## src/rtl/snooze_countdown.sv

```systemverilog
// BCD mm:ss snooze/countdown timer: loads a start value, counts down on tick_1s,
// pulses expired at 00:00 and rings until cancel, restart or ring timeout.
//   state    | meaning
//   S_IDLE   | stopped, waiting for a valid load
//   S_RUN    | counting down once per tick
//   S_PAUSED | count frozen, start resumes without reload
//   S_DONE   | reached 00:00, ring asserted
module snooze_countdown #(
  parameter int MIN_TENS_MAX = 9,
  parameter int RING_TIMEOUT = 60,
  parameter int RING_W       = 8
) (
  input  logic       clk,
  input  logic       rst_n,
  input  logic       tick_1s,
  input  logic       start,
  input  logic       pause,
  input  logic       cancel,
  input  logic [3:0] ld_min_t,
  input  logic [3:0] ld_min_u,
  input  logic [3:0] ld_sec_t,
  input  logic [3:0] ld_sec_u,
  output logic [3:0] min_t,
  output logic [3:0] min_u,
  output logic [3:0] sec_t,
  output logic [3:0] sec_u,
  output logic       running,
  output logic       paused,
  output logic       expired,
  output logic       ring,
  output logic       load_err
);

  typedef enum logic [1:0] {S_IDLE, S_RUN, S_PAUSED, S_DONE} state_t;

  localparam logic [3:0]        L_MIN_T_MAX = 4'(MIN_TENS_MAX);
  localparam logic [RING_W-1:0] L_RING_TO   = RING_W'(RING_TIMEOUT);
  localparam logic [RING_W-1:0] L_RING_ONE  = RING_W'(1);

  state_t            r_state, w_state_nxt;
  logic [15:0]       r_cnt, w_cnt_nxt, w_dec, w_ld;
  logic [RING_W-1:0] r_ring_cnt, w_ring_cnt_nxt, w_ring_inc;
  logic              w_ld_ok, w_expired_nxt, w_load_err_nxt;
  logic              w_running_nxt, w_paused_nxt, w_ring_nxt;
  logic              r_running, r_paused, r_expired, r_ring, r_load_err;

  assign w_ld       = {ld_min_t, ld_min_u, ld_sec_t, ld_sec_u};
  assign w_ring_inc = r_ring_cnt + L_RING_ONE;
  assign w_ld_ok    = (ld_min_t <= 4'd9) && (ld_min_t <= L_MIN_T_MAX) &&
                      (ld_min_u <= 4'd9) && (ld_sec_t <= 4'd5) &&
                      (ld_sec_u <= 4'd9) && (w_ld != 16'h0000);

  // one-second BCD borrow chain
  always_comb begin
    w_dec = r_cnt;
    if (r_cnt[3:0] != 4'd0) begin
      w_dec[3:0] = r_cnt[3:0] - 4'd1;
    end else begin
      w_dec[3:0] = 4'd9;
      if (r_cnt[7:4] != 4'd0) begin
        w_dec[7:4] = r_cnt[7:4] - 4'd1;
      end else begin
        w_dec[7:4] = 4'd5;
        if (r_cnt[11:8] != 4'd0) begin
          w_dec[11:8] = r_cnt[11:8] - 4'd1;
        end else begin
          w_dec[11:8]  = 4'd9;
          w_dec[15:12] = r_cnt[15:12] - 4'd1;
        end
      end
    end
  end

  always_ff @(posedge clk) begin
    if (!rst_n) begin
      r_state    <= S_IDLE;
      r_cnt      <= 16'h0000;
      r_ring_cnt <= '0;
      r_running  <= 1'b0;
      r_paused   <= 1'b0;
      r_expired  <= 1'b0;
      r_ring     <= 1'b0;
      r_load_err <= 1'b0;
    end else begin
      r_state    <= w_state_nxt;
      r_cnt      <= w_cnt_nxt;
      r_ring_cnt <= w_ring_cnt_nxt;
      r_running  <= w_running_nxt;
      r_paused   <= w_paused_nxt;
      r_expired  <= w_expired_nxt;
      r_ring     <= w_ring_nxt;
      r_load_err <= w_load_err_nxt;
    end
  end

  // only the highest-priority active input acts: cancel > start > pause > tick
  always_comb begin
    w_state_nxt    = r_state;
    w_cnt_nxt      = r_cnt;
    w_ring_cnt_nxt = r_ring_cnt;
    w_expired_nxt  = 1'b0;
    w_load_err_nxt = 1'b0;
    if (cancel) begin
      w_state_nxt    = S_IDLE;
      w_cnt_nxt      = 16'h0000;
      w_ring_cnt_nxt = '0;
    end else if (start) begin
      if (r_state == S_PAUSED) begin
        w_state_nxt = S_RUN;
      end else if (w_ld_ok) begin
        w_state_nxt = S_RUN;
        w_cnt_nxt   = w_ld;
      end else begin
        w_load_err_nxt = 1'b1;
      end
    end else if (pause) begin
      if (r_state == S_RUN) w_state_nxt = S_PAUSED;
    end else if (tick_1s) begin
      case (r_state)
        S_RUN: begin
          w_cnt_nxt = w_dec;
          if (w_dec == 16'h0000) begin
            w_state_nxt    = S_DONE;
            w_expired_nxt  = 1'b1;
            w_ring_cnt_nxt = '0;
          end
        end
        S_DONE: begin
          w_ring_cnt_nxt = w_ring_inc;
          if ((L_RING_TO != '0) && (w_ring_inc == L_RING_TO)) w_state_nxt = S_IDLE;
        end
        default: ;
      endcase
    end
  end

  always_comb begin
    w_running_nxt = (w_state_nxt == S_RUN);
    w_paused_nxt  = (w_state_nxt == S_PAUSED);
    w_ring_nxt    = (w_state_nxt == S_DONE);
  end

  assign min_t    = r_cnt[15:12];
  assign min_u    = r_cnt[11:8];
  assign sec_t    = r_cnt[7:4];
  assign sec_u    = r_cnt[3:0];
  assign running  = r_running;
  assign paused   = r_paused;
  assign expired  = r_expired;
  assign ring     = r_ring;
  assign load_err = r_load_err;

endmodule
```

## config.mk

```make
export PLATFORM = sky130hd
export DESIGN_NAME = snooze_countdown
export DESIGN_NICKNAME = d
export VERILOG_FILES = /design/src/rtl/snooze_countdown.sv
export SDC_FILE = /design/constraint.sdc
export NUM_CORES = 1
export LEC_CHECK = 0
export BUFFER_PORTS_ARGS = -buffer_cell sky130_fd_sc_hd__buf_4
export CAP_MARGIN = 20
export CELL_PAD_IN_SITES_DETAIL_PLACEMENT = 1
export CELL_PAD_IN_SITES_GLOBAL_PLACEMENT = 1
export CORE_ASPECT_RATIO = 1.5
export CORE_MARGIN = 4
export CORE_UTILIZATION = 38
export DETAILED_ROUTE_END_ITERATION = 16
export PLACE_DENSITY = 0.82
export SLEW_MARGIN = 10
export SYNTH_ARGS = -nofsm -noshare
export SYNTH_HDL_FRONTEND = slang
export SYNTH_SLANG_ARGS = --single-unit
```

## constraint.sdc

```tcl
create_clock -name clk -period 2.9 [get_ports clk]
set_input_delay 0 -clock clk [delete_from_list [all_inputs] [get_ports clk]]
set_output_delay 0 -clock clk [all_outputs]
set_load 0.005 [all_outputs]
```

=== Yosys cells after proc, flatten, opt, wreduce, memory -nomap -nowiden ===
Index checks and enable logic that the tools add are counted.

* Register bits after elaboration: 31
* Latch bits: 0
* Bits in writable memories: 0
* Memory bits (read-only): 0
* Logic and storage cells: 76
* Memories kept: 0

* Add/subtract/negate cells: 5
* $mul: 0
* Divide/modulo/power cells: 0
* $lt $le $gt $ge: 4
* Equality and inequality tests: 11
* Shift-type cells: 0
* Multiplexer cells: 26
* Bitwise logic cells: 5
* Reduce and logical (&&, ||, !) cells: 17

{| class="wikitable"
|+ Operators with widths
! operator !! count
|-
| 16-bit two-way mux || 6
|-
| 2-bit two-way mux || 9
|-
| 16-bit zero test || 1
|-
| 4-bit two-way mux || 4
|-
| 8-bit two-way mux || 2
|-
| 8-bit case mux with 2 select lines || 1
|-
| 16-bit nonzero test || 1
|-
| 4-bit by 1-bit subtractor with 4-bit output, second input constant || 4
|-
| 4-bit <= comparator, second input constant || 3
|-
| 12-bit two-way mux || 1
|-
| 4-bit nonzero test || 3
|-
| 5-bit AND reduction || 2
|-
| 8-bit by 1-bit adder with 8-bit output, second input constant || 1
|-
| 2-bit equality test, second input constant || 4
|-
| 8-bit by 6-bit equality test with 1-bit output, second input constant || 1
|-
| 2-bit nonzero test || 3
|-
| 6-bit OR reduction || 1
|-
| 1-bit inverter || 5
|-
| 2-bit by 1-bit equality test with 1-bit output, second input constant || 2
|-
| 4-bit by 3-bit <= comparator with 1-bit output, second input constant || 1
|-
| 1-bit logical AND || 4
|-
| 2-bit by 1-bit != test with 1-bit output, second input constant || 2
|-
| 2-bit != test, second input constant || 2
|-
| 2-bit case mux with 2 select lines || 1
|-
| 3 further kinds || 4
|}

=== Longest topological paths before layout ===
Gate-level depths: netlist of the first run.

* Depth in word-level cells: 12
* Depth in mapped cells: 9
* Depth with buffers taken out: 8

=== Worst setup path before layout of the first run ===
No wires, ideal clock.

* Path type: register -> register
* Start: register r_cnt[0]
* End: register r_cnt[15]
* Data arrival time: 2077 ps
* Path slack: 706 ps
* Cell stages (with the launch flop): 8
* Clock period less this slack: 2194 ps
* Cell sequence: dfxtp_1 > inv_1 > ha_1 > or4b_4 > and4bb_1 > inv_1 > or4_1 > a32o_1

* Longest elaborated chain between the ends: 6

{| class="wikitable"
|+ Ends and longest elaborated chain
! what !! RTL line !! RTL
|-
| start, declared || 41 || <nowiki>logic [15:0] r_cnt, w_cnt_nxt, w_dec, w_ld;</nowiki>
|-
| start signal, assigned || 86 || <nowiki>r_cnt <= w_cnt_nxt;</nowiki>
|-
| 4-bit nonzero test || 56 || <nowiki>if (r_cnt[3:0] != 4'd0) begin</nowiki>
|-
| 12-bit two-way mux || 56 ||
|-
| 16-bit two-way mux || 119 || <nowiki>case (r_state)</nowiki>
|-
| 16-bit two-way mux || 118 || <nowiki>end else if (tick_1s) begin</nowiki>
|-
| 16-bit two-way mux || 116 || <nowiki>end else if (pause) begin</nowiki>
|-
| 16-bit two-way mux || 107 || <nowiki>end else if (start) begin</nowiki>
|}

No other way between the ends. The select of a mux whose other input is x is not followed.
A chain may end at the register's enable or synchronous reset.

=== Worst setup path after layout of the first run ===
* Start: register r_cnt[0]
* End: register r_ring_cnt[6]

* Longest elaborated chain between the ends: 5
* Elaborated cells between the ends (all ways): 7
* Classes of those cells: add/sub: 1; eq/ne: 1; mux: 2; reduce/logical: 3

{| class="wikitable"
|+ Ends and longest elaborated chain
! what !! RTL line !! RTL
|-
| 4-bit by 1-bit subtractor with 4-bit output or 4-bit nonzero test (tied branches) || 57, 56 ||
|-
| 4-bit two-way mux or 12-bit two-way mux (tied branches) || 56 ||
|-
| 16-bit zero test * || 122 || <nowiki>if (w_dec == 16'h0000) begin</nowiki>
|-
| 2-bit by 1-bit != test with 1-bit output (no source line) * || -- ||
|-
| 5-bit AND reduction (no source line) * || -- ||
|-
| end signal, assigned || 87 || <nowiki>r_ring_cnt <= w_ring_cnt_nxt;</nowiki>
|-
| end, declared || 42 || <nowiki>logic [RING_W-1:0] r_ring_cnt, w_ring_cnt_nxt, w_ring_inc;</nowiki>
|}

Mark *: on every way between the ends. The rest lies on a longest branch, timed or not.

==> results of run 1 <==
## worst max path at each step
stage	from	endpoint	slack, ns	depth (start not counted)
6_report	r_cnt[0]$_SDFFE_PP0P_	r_ring_cnt[6]$_SDFFE_PP0P_	0.46	8
5_1_grt	r_cnt[1]$_SDFFE_PP0P_	r_ring_cnt[6]$_SDFFE_PP0P_	0.24	8
4_1_cts	r_cnt[1]$_SDFFE_PP0P_	r_ring_cnt[6]$_SDFFE_PP0P_	0.47	8
3_5_place_dp	r_cnt[1]$_SDFFE_PP0P_	r_ring_cnt[6]$_SDFFE_PP0P_	0.50	8
3_3_place_gp	r_cnt[0]$_SDFFE_PP0P_	r_cnt[15]$_SDFFE_PP0P_	0.60	7
2_1_floorplan	r_cnt[0]$_SDFFE_PP0P_	r_cnt[15]$_SDFFE_PP0P_	0.71	7
## flip-flops by register name (all words and copies together) (netlist names)
register and flops:
r_cnt 16, r_ring_cnt 8, r_state 2, expired 1
load_err 1, paused 1, ring 1, running 1
## cells by family (layout without fill, tap and decap cells)
| family | count (synthesis) | after routing |
|---|---|---|
| compound gates | 67 | 67 |
| fa+ha+maj | 5 | 5 |
| buf+inv | 19 | 62 |
| flops | 31 | 31 |
| mux | 4 | 4 |
| simple gates | 112 | 112 |
## report_power, final
group | internal (W) | switching (W) | total (W)
clock | 0.000216 | 0.000160 | 0.000377
sequential | 0.000430 | 0.00000418 | 0.000434
combinational | 0.0000455 | 0.0000580 | 0.000103
## cell type report
class,instances,share of cell area
well taps,64,0.0350
repair buffers,43,0.141
multi-input cells,188,0.491
inverters,11,0.0180
flip-flops and latches,31,0.271
clock buffers,8,0.0437
## stage by stage
stage	instance area (µm²)	worst slack [ns]	utilization	total power, W	instances
3_3_place_gp	2190	0.595	0.478	0.000544	337
4_1_cts	2290	0.473	0.500	0.000925	345
3_5_place_dp	2190	0.497	0.478	0.000546	337
6_report	2290	0.461	0.500	0.000914	345
2_1_floorplan	1830	0.706	-	0.000494	238
5_1_grt	2290	0.239	0.500	0.000957	345
## synth_stat cells, types with 2 or more instances
cell type,count,area share
sky130_fd_sc_hd__a211oi_1,2,0.0082
sky130_fd_sc_hd__a21o_1,2,0.0082
sky130_fd_sc_hd__a21oi_1,17,0.047
sky130_fd_sc_hd__a22oi_1,2,0.0082
sky130_fd_sc_hd__a31o_2,2,0.0096
sky130_fd_sc_hd__a32o_1,8,0.044
sky130_fd_sc_hd__and3_1,3,0.010
sky130_fd_sc_hd__buf_2,2,0.0055
sky130_fd_sc_hd__clkbuf_1,5,0.010
sky130_fd_sc_hd__dfxtp_1,31,0.34
sky130_fd_sc_hd__ha_1,5,0.034
sky130_fd_sc_hd__inv_1,11,0.023
sky130_fd_sc_hd__mux2i_1,3,0.016
sky130_fd_sc_hd__nand2_1,28,0.058
sky130_fd_sc_hd__nand2b_1,5,0.017
sky130_fd_sc_hd__nand3_1,7,0.019
sky130_fd_sc_hd__nand4_1,2,0.0068
sky130_fd_sc_hd__nor2_1,30,0.062
sky130_fd_sc_hd__nor2b_1,6,0.021
sky130_fd_sc_hd__nor3_1,9,0.025
sky130_fd_sc_hd__nor3b_1,2,0.0082
sky130_fd_sc_hd__nor4_1,5,0.017
sky130_fd_sc_hd__o211ai_1,4,0.016
sky130_fd_sc_hd__o21ai_0,14,0.038
sky130_fd_sc_hd__o21ai_1,4,0.011
sky130_fd_sc_hd__or3_1,3,0.010
## per-layer routing
metal | up-vias | global-route usage
met2 | 53 | 0.395
li1 | 959 | -
met3 | 16 | 0.0328
met4 | 0 | 0.116
met5 | - | 0
met1 | 961 | 0.213
## worst reg2reg max path, delay by kind of cell (launching register included)
kind                       cells  cell delay (ns)
adders and majority gates      1             0.21
AOI/OAI and AO/OA              4             1.08
and+or+nand+nor                2             0.56
DFF                            1             0.36
buffers and inverters          1             0.13
==> metrics.yaml, run 1 <==
status: "finished clean"
die_height_um: 92.9
worstSetupStartpointType: "register"
clock_insertion_delay_worst_skew_ns: 0.28
synth_compound_area_frac: 0.247
detailedRoute.firstIterationViolations: 128
worst_setup_path_end_kind: "register"
critical_path.top_delay_family: "compound AO/OA/AOI/OAI gates"
synth.mux.area_fraction: 0.0226
cts_sinks: 31
globalRouteOverflowTotal: 0
power.static_leakage_nw: 0.895
max-clock-path-buffers: 2
grt_max_degree: 27
tritoncts.num_buffers: 5
holdBufCountCts: 0
setup_viol: 0
timing.critical_path.required_ns: 3.07
grt_usage: 0.209
die_w_um: 64.6
place_congestion: 0.859
via_count: 1989
post_synth_inst_count: 238
routed_wirelength_um: 5980
p_per_area_nw_per_um2: 399
hold_ws_ns: 0.0323
drive_above_1_share: 0.196
post_synth_and_or_nand_nor_area_fraction: 0.312
drtPass1Iterations: 4
timing.rr.start: "r_cnt[0]$_SDFFE_PP0P_"
design.core.area_um2: 4580
netlist_area_um2: 1830
critPathBufInv: 1
final_cell_mix: "sky130_fd_sc_hd__buf_4, sky130_fd_sc_hd__dfxtp_1, sky130_fd_sc_hd__nor2_1, sky130_fd_sc_hd__nand2_1, sky130_fd_sc_hd__a21oi_1"
diodes: 0
asyncSetResetFlopFracSynth: 0
tns_setup_ns: 0
commonest_non_fill_non_tap_cell_in_the_layout: "sky130_fd_sc_hd__buf_4"
via_to_cell_ratio: 5.77
number_of_nets_produced_by_synthesis: 265
finalClockSkew_ns: 0.00244
clock_tree.root_cell: "sky130_fd_sc_hd__clkbuf_8"
antenna_found_initial: 0
met3RoutedLength_um: 218
buffer_ports.inserted: 42
antenna_left: 0
tightestPinTransition_ns: 0.690
finalMaxSlewViolations: 0
slowest_delay_ns: 0.49
finalHoldViolCount: 0
crit_fanout: 8
class_of_the_tightest_hold_or_removal_check: "in -> reg"
dp_hpwl_um: 4640
holdPathEnd: "r_ring_cnt[6]$_SDFFE_PP0P_"
holdPathStages: 4
yosys.area_share.xor_xnor: 0
multiInputGateArea_um2: 1120
maxUsedRoutingLayer: "met4"
clock_h_tree_levels: 2
cap_viol_max_count: 0
dieArea_um2: 6000
timing.fmax_mhz: 410
first_global_vias: 2105
area.sequential_um2: 621
row_count: 30
tritoncts: "done"
postCtsResizedCells: 0
nets: 307
yosys_most_used_dff: "sky130_fd_sc_hd__dfxtp_1"
crit_arrival_ns: 2.61
top_level_ports: 43
r2r_end: "r_ring_cnt[6]$_SDFFE_PP0P_"
wl_met1_um: 2320
timing.setup.critical_path_class: "reg -> reg"
worst_setup_hold_path_clk_slew_ns: 0.07
avgRoutedWirePerCell_um: 17.3
final_critical_path_time_including_i_o_delays_and_setup_ns: 2.44
postSynthAreaPerCell_um2: 7.68
timing.reg2reg.setup_slack_ns: 0.46
synth_top_family_by_area: "simple AND/OR/NAND/NOR gates"
yosys.area_share.adder: 0.0342
ys_seq_area_frac: 0.340
initial_core_util: 0.399
min_from: "cancel"
met2_wire_len_um: 3230
crit_path_cell_trace: "inv_1 > ha_1 > nor3b_1 > o2111ai_1 > a311o_1 > a21o_1 > a211oi_1 > nor2_1"
number_of_synthesized_flops_with_an_enable_pin: 0
synth_warnings: 0
unrepaired_setup_endpoints_after_global_routing: "false"
n_fill_cell: 601
synth.distinct_cells: 52
vdd.ir_drop.worst_uv: 258
timing.reg2reg.worst_path_depth: 8
crit_slowest_cell: "sky130_fd_sc_hd__nor3b_1"
finalCritPeriodShare: 0.841
synth-seq-cells: 31
route.detailed.drc: 0
global_route_wire_length_before_repair_um: 9830
slew_headroom: 0.536
areaGrowthSynthToFinish_pct: 25.3
cts_post_setup_buffers_inserted: 0
No activity file was read; power rests on OpenSTA's default activity.
==> inputs of run 2 (changes only) <==
- ABC_AREA: unset -> 1
- CORE_UTILIZATION: 38 -> 34
- PLACE_DENSITY: 0.82 -> 0.8
- clock period: 2.9 -> 2.2 ns (I/O delays scaled with it)
==> run 2 against run 1 <==
Effect of this change:
- routed wire length is 20% higher
- power is 37% higher
- sequential power is 32% higher
- clock power is 15% higher
- final cell count is 30% higher
- global-route usage is 1.6 points lower
- worst setup slack worse by 0.39 ns
- critical endpoint is now r_ring_cnt[1]$_SDFFE_PP0P_
- largest cell class unchanged
- highest routed layer unchanged
==> metrics.yaml, run 2 <==
top_level_ports: 43
vdd.ir_drop.worst_uv: 280
number_of_synthesized_flops_with_an_enable_pin: 0
avgRoutedWirePerCell_um: 16.1
post_synth_main_area_contributors: "sky130_fd_sc_hd__dfxtp_1, sky130_fd_sc_hd__nand2_1, sky130_fd_sc_hd__nor2_1, sky130_fd_sc_hd__inv_1, sky130_fd_sc_hd__a21oi_1"
finalCritPeriodShare: 0.969
diodes: 0
initial_core_util: 0.352
clock_h_tree_levels: 2
timing.setup.critical_path_class: "reg -> reg"
synth_warnings: 0
dp_hpwl_um: 5410
slowest_delay_ns: 0.33
via_count: 2389
clock_insertion_delay_worst_skew_ns: 0.29
final_critical_path_time_including_i_o_delays_and_setup_ns: 2.13
dieArea_um2: 7360
crit_arrival_ns: 2.33
design.core.area_um2: 5830
worstSetupStartpointType: "register"
routed_wirelength_um: 7180
power.static_leakage_nw: 1.21
post_synth_inst_count: 319
grt_max_degree: 24
placed_cells: 434
number_of_flip_flops_under_the_largest_register_name: 16
slew_headroom: 0.583
ys_seq_area_frac: 0.303
cts_sinks: 31
p_per_area_nw_per_um2: 465
regMostFlops: "r_cnt"
total_power_w: 0.00125
die_height_um: 103
n_fill_cell: 761
crit_path_cell_trace: "inv_2 > ha_4 > nand2_8 > nor2_8 > nand2_4 > nand2_2 > nand2_1 > nor2_1 > nand2_1 > nor2_4 > nand2_4 > a21boi_4 > nand3_1 > a21oi_1"
synthDominantCellAreaShare: 0.303
via_to_cell_ratio: 5.34
hold_ws_ns: 0.00694
critPathBufInv: 1
commonest_cells_in_the_netlist: "sky130_fd_sc_hd__nand2_1, sky130_fd_sc_hd__nor2_1, sky130_fd_sc_hd__inv_1"
final_cell_mix: "sky130_fd_sc_hd__nand2_1, sky130_fd_sc_hd__buf_4, sky130_fd_sc_hd__nor2_1, sky130_fd_sc_hd__inv_1, sky130_fd_sc_hd__dfxtp_1"
timing.fmax_mhz: 469
timing.rr.start: "r_cnt[1]$_SDFFE_PP0P_"
antenna_found_initial: 0
antenna_left: 0
tightestPinTransition_ns: 0.625
synth-seq-cells: 31
place_congestion: 0.855
detailedRoute.firstIterationViolations: 151
finalHoldViolCount: 0
drive_above_1_share: 0.240
worst_setup_path_end_kind: "register"
critical_path.top_delay_family: "simple AND/OR/NAND/NOR gates"
synth_top_area_cell: "sky130_fd_sc_hd__dfxtp_1"
class_of_the_tightest_hold_or_removal_check: "in -> reg"
areaGrowthSynthToFinish_pct: 31.4
netlist_area_um2: 2050
min_from: "ld_min_t[3]"
buffer_ports.inserted: 42
max-clock-path-buffers: 2
crit_slowest_cell: "sky130_fd_sc_hd__dfxtp_1"
tritoncts.num_buffers: 5
number_of_nets_produced_by_synthesis: 346
status: "finished clean"
crit_fanout: 8
tritoncts: "done"
clock_tree.root_cell: "sky130_fd_sc_hd__clkbuf_8"
worst_setup_hold_path_clk_slew_ns: 0.08
drtPass1Iterations: 6
die_w_um: 71.4
globalRouteOverflowTotal: 0
postSynthAreaPerCell_um2: 6.42
critical_path.startpoint: "r_cnt[1]$_SDFFE_PP0P_"
first_global_vias: 2467
asyncSetResetFlopFracSynth: 0
finalMaxSlewViolations: 0
synth.most_common_cell: "sky130_fd_sc_hd__nand2_1"
global_route_wire_length_before_repair_um: 11300
route.detailed.drc: 0
top_regs: "r_cnt: 16 flops, r_ring_cnt: 8 flops, r_state: 2 flops"
timing.critical_path.required_ns: 2.39
instances_no_fill: 447
nets: 403
yosys_most_used_dff: "sky130_fd_sc_hd__dfxtp_1"
row_count: 34
setup_viol: 0
cap_viol_max_count: 0
commonest_non_fill_non_tap_cell_in_the_layout: "sky130_fd_sc_hd__nand2_1"
synth.distinct_cells: 30
finalClockSkew_ns: 0.0140
grt_usage: 0.194
[run 2: cell count changes after synthesis, moves of 6 or more]
cell and change:
sky130_fd_sc_hd__nand2_1 +40, sky130_fd_sc_hd__nor2_1 +19, sky130_fd_sc_hd__a32o_1 -8, sky130_fd_sc_hd__nor2b_1 -6
sky130_fd_sc_hd__a21oi_1 +8, sky130_fd_sc_hd__nand3_1 +11, sky130_fd_sc_hd__inv_1 +27, sky130_fd_sc_hd__o21ai_0 +7
sky130_fd_sc_hd__a211oi_1 +6
[run 2: per-layer routing]
layer | global-route usage | wire [µm] | up-vias
li1 | - | - | 1162
met1 | 0.199 | 2670 | 1159
met2 | 0.382 | 4050 | 54
met3 | 0.0234 | 271 | 14
met4 | 0.0883 | 188 | 0
met5 | 0 | 0 | -
[run 2: cell families (layout without fill, tap and decap cells)]
group,Yosys count,in the layout,share of synthesized area
AO/OA/AOI/OAI,68,68,0.193
AND/OR/NAND/NOR,165,165,0.375
flip-flops,31,31,0.303
XOR/XNOR,3,3,0.0128
adder cells (fa/ha/maj),5,5,0.0305
buffers and inverters,47,103,0.0861
[run 2: area by class of cell]
cell class	instances	area [µm²]	area share
Clock buffer	6	72.6	0.0269
Inverter	39	146	0.0543
Multi-Input combinational cell	241	1320	0.489
Timing Repair Buffer	58	445	0.165
Tap cell	72	90.1	0.0334
Sequential cell	31	622	0.231
[run 2: metrics by stage]
step,setup slack (ns),setup TNS (ns),utilization,instance area (µm²)
2_1_floorplan,0.255,0,-,2050
3_3_place_gp,0.0952,0,0.428,2490
3_5_place_dp,-0.0686,-0.267,0.428,2490
4_1_cts,0.0138,0,0.443,2580
5_1_grt,-0.0213,-0.0481,0.462,2690
6_report,0.0687,0,0.462,2690
[run 2: worst register-to-register path, delay by kind of cell (launching register included)]
kind,cells,cell delay (ns)
compound gates,2,0.39
buf+inv,1,0.13
fa+ha+maj,1,0.20
flops,1,0.33
simple gates,10,0.98
[run 2: repair_timing]
| item | in CTS | in global routing |
|---|---|---|
| cloned | 0 | 0 |
| buffers inserted | 0 | 6 |
| hold endpoints to repair | 1 | 0 |
| gates resized for setup | 3 | 18 |
| hold buffers | 1 | 0 |
| pin swaps | 2 | 11 |
| endpoints found under the setup margin | 9 | 11 |
[run 2: where the power goes]
part	switching [W]	total (W)	internal [W]
sequential	0.00000655	0.000575	0.000568
clock	0.000222	0.000434	0.000211
combinational	0.000144	0.000243	0.0000987
total	0.000373	0.00125	0.000878
[run 2: path summary, 6_finish.rpt]
| check | end | slack, ns | cells past startpoint |
|---|---|---|---|
| setup reg to reg | r_ring_cnt[1]$_SDFFE_PP0P_ | 0.07 | 14 |
| setup / recovery | r_ring_cnt[1]$_SDFFE_PP0P_ | 0.07 | 14 |
| hold reg to reg | r_ring_cnt[7]$_SDFFE_PP0P_ | 0.52 | 2 |
| hold / removal | r_cnt[15]$_SDFFE_PP0P_ | 0.007 | 3 |
==> inputs of run 3 (changes only) <==
- SLEW_MARGIN: 10 -> 40
- clock period: 2.2 -> 1.9 ns (I/O delays scaled with it)
==> run 3 against run 2 <==
Effect of this change:
- the flow now finishes with violations (negative setup slack)
- critical path type unchanged
- clock skew is 0.0038 ns lower
- hold slack better by 0.0097 ns
- largest power group unchanged
- combinational power is 33% higher
- first-iteration DRC count is 34% lower
- highest routed layer unchanged
- via count is 1.5% higher
- die area stayed put
- design area is 8.2% higher
- count of clock-buffer cells in the layout stayed put
- worst setup slack worse by 0.19 ns
- clock power is 12% higher
==> metrics.yaml, run 3 (synthesized netlist as in run 2, its figures left out) <==
worstSetupStartpointType: "register"
holdPathEnd: "r_cnt[14]$_SDFFE_PP0P_"
top_level_ports: 43
cap_viol_max_count: 0
drive_above_1_share: 0.317
area.sequential_um2: 632
route.detailed.drc: 0
postLayoutCoreUtil: 0.500
finalHoldViolCount: 0
status: "complete, but fails checks"
post-route-worst-setup-slack_ns: -0.116
diodes: 0
finalClockSkew_ns: 0.0102
crit_fanout: 8
p_per_area_nw_per_um2: 506
final_cell_mix: "sky130_fd_sc_hd__buf_4, sky130_fd_sc_hd__nand2_1, sky130_fd_sc_hd__nor2_1, sky130_fd_sc_hd__inv_1"
crit_arrival_ns: 2.22
timing.setup.critical_path_class: "reg -> reg"
vdd.ir_drop.worst_uv: 362
clock_tree.root_cell: "sky130_fd_sc_hd__clkbuf_8"
critical_path.startpoint: "r_cnt[1]$_SDFFE_PP0P_"
clock_insertion_delay_worst_skew_ns: 0.29
buffer_ports.inserted: 42
timing.critical_path.required_ns: 2.10
multiInputGateArea_um2: 1360
slew_headroom: 0.586
initial_core_util: 0.352
antenna_left: 0
commonest_non_fill_non_tap_cell_in_the_layout: "sky130_fd_sc_hd__buf_4"
tritoncts.num_buffers: 5
failed_checks: "negative setup slack"
holdPathStages: 3
via_count: 2424
worst_setup_hold_path_clk_slew_ns: 0.07
nets: 425
first_global_vias: 2580
global_route_wire_length_before_repair_um: 12000
grt_usage: 0.206
die_height_um: 103
worst_setup_path_end_kind: "register"
top_regs: "r_cnt: 16 flops, r_ring_cnt: 8 flops, r_state: 2 flops"
r2r_end: "r_ring_cnt[1]$_SDFFE_PP0P_"
min_from: "ld_min_t[2]"
power.static_leakage_nw: 1.32
routed_wirelength_um: 7360
die_w_um: 71.4
finalCritPeriodShare: 1.06
drtPass1Iterations: 4
detailedRoute.firstIterationViolations: 100
antenna_found_initial: 0
areaGrowthSynthToFinish_pct: 42.2
timing.fmax_mhz: 496
clock_h_tree_levels: 2
timing.reg2reg.worst_path_depth: 14
design.core.area_um2: 5830
timing.reg2reg.setup_slack_ns: -0.12
placed_cells: 453
setup_viol: 10
finalMaxSlewViolations: 0
max-clock-path-buffers: 2
instances_no_fill: 469
tightestPinTransition_ns: 0.620
avgRoutedWirePerCell_um: 15.7
grt_max_degree: 31
via_to_cell_ratio: 5.17
row_count: 34
unrepaired_setup_endpoints_after_global_routing: "true"
place_congestion: 0.841
cts_sinks: 31
tritoncts: "done"
dieArea_um2: 7360
number_of_flip_flops_under_the_largest_register_name: 16
dp_hpwl_um: 5460
regMostFlops: "r_cnt"
globalRouteOverflowTotal: 0
n_fill_cell: 777
class_of_the_tightest_hold_or_removal_check: "in -> reg"
timing.rr.start: "r_cnt[1]$_SDFFE_PP0P_"
final_critical_path_time_including_i_o_delays_and_setup_ns: 2.02
## run 3: changes by cell type in the layout (fill, tap and decap cells not counted), sizes merged
cell  change
buf      +22
## run 3: worst max-delay path, cell delays in order (launching register included)
cell,delay [ns]
sky130_fd_sc_hd__dfxtp_2,0.33
sky130_fd_sc_hd__inv_2,0.08
sky130_fd_sc_hd__ha_4,0.18
sky130_fd_sc_hd__nand2_8,0.08
sky130_fd_sc_hd__nor2_8,0.18
sky130_fd_sc_hd__nand2_4,0.07
sky130_fd_sc_hd__nand2_2,0.08
sky130_fd_sc_hd__nand2_2,0.05
sky130_fd_sc_hd__nor2_1,0.10
sky130_fd_sc_hd__nand2_1,0.09
sky130_fd_sc_hd__nor2_4,0.12
sky130_fd_sc_hd__nand2_4,0.07
sky130_fd_sc_hd__a21boi_4,0.27
sky130_fd_sc_hd__nand3_2,0.13
sky130_fd_sc_hd__a21oi_2,0.12
## run 3: worst max-delay path by stage
stage	end	slack [ns]
5_1_grt	r_ring_cnt[1]$_SDFFE_PP0P_	-0.29
2_1_floorplan	r_ring_cnt[5]$_SDFFE_PP0P_	0.03
3_5_place_dp	r_ring_cnt[6]$_SDFFE_PP0P_	-0.16
4_1_cts	r_ring_cnt[6]$_SDFFE_PP0P_	-0.09
6_report	r_ring_cnt[1]$_SDFFE_PP0P_	-0.12
3_3_place_gp	r_ring_cnt[5]$_SDFFE_PP0P_	-0.10
## run 3: cell type report
cell class	count	area share
Multi-Input combinational cell	241	0.467
Timing Repair Buffer	80	0.209
Sequential cell	31	0.217
Tap cell	72	0.0309
Inverter	39	0.0511
Clock buffer	6	0.0249
## run 3: per-layer routing
layer	vias to the layer above	GRT usage	share of wire
met5	-	0	0
met4	0	0.0738	0.016
met3	10	0.0283	0.026
met2	37	0.419	0.58
met1	1169	0.208	0.38
li1	1208	-	-
## run 3: what timing repair did
item,in CTS,in global routing
gates resized for setup,20,18
endpoints found under the hold margin,2,0
pin swaps,9,7
buffers inserted,8,1
setup endpoints to repair,12,16
hold buffers,1,0
gates cloned,0,0
## run 3: power breakdown
group / internal [W] / leakage, nW / total (W) / switching (W)
Clock: 0.000244 / 0.0371 / 0.000487 / 0.000243
Sequential: 0.000657 / 0.254 / 0.000664 / 0.00000687
Combinational: 0.000142 / 1.03 / 0.000323 / 0.000181
## run 3: metrics by stage
| step | setup WS, ns | cell area [µm²] | total power (W) | setup TNS (ns) | hold slack (ns) |
|---|---|---|---|---|---|
| CTS | -0.0856 | 2850 | 0.00149 | -0.322 | 0.00686 |
| floorplan | 0.0305 | 2060 | 0.000836 | 0 | 0.149 |
| detailed placement | -0.165 | 2650 | 0.000975 | -1.46 | 0.287 |
| finish | -0.116 | 2920 | 0.00147 | -0.510 | 0.0166 |
| global route | -0.286 | 2920 | 0.00154 | -2.85 | 0.0152 |
| global placement | -0.102 | 2650 | 0.000969 | -0.690 | 0.274 |
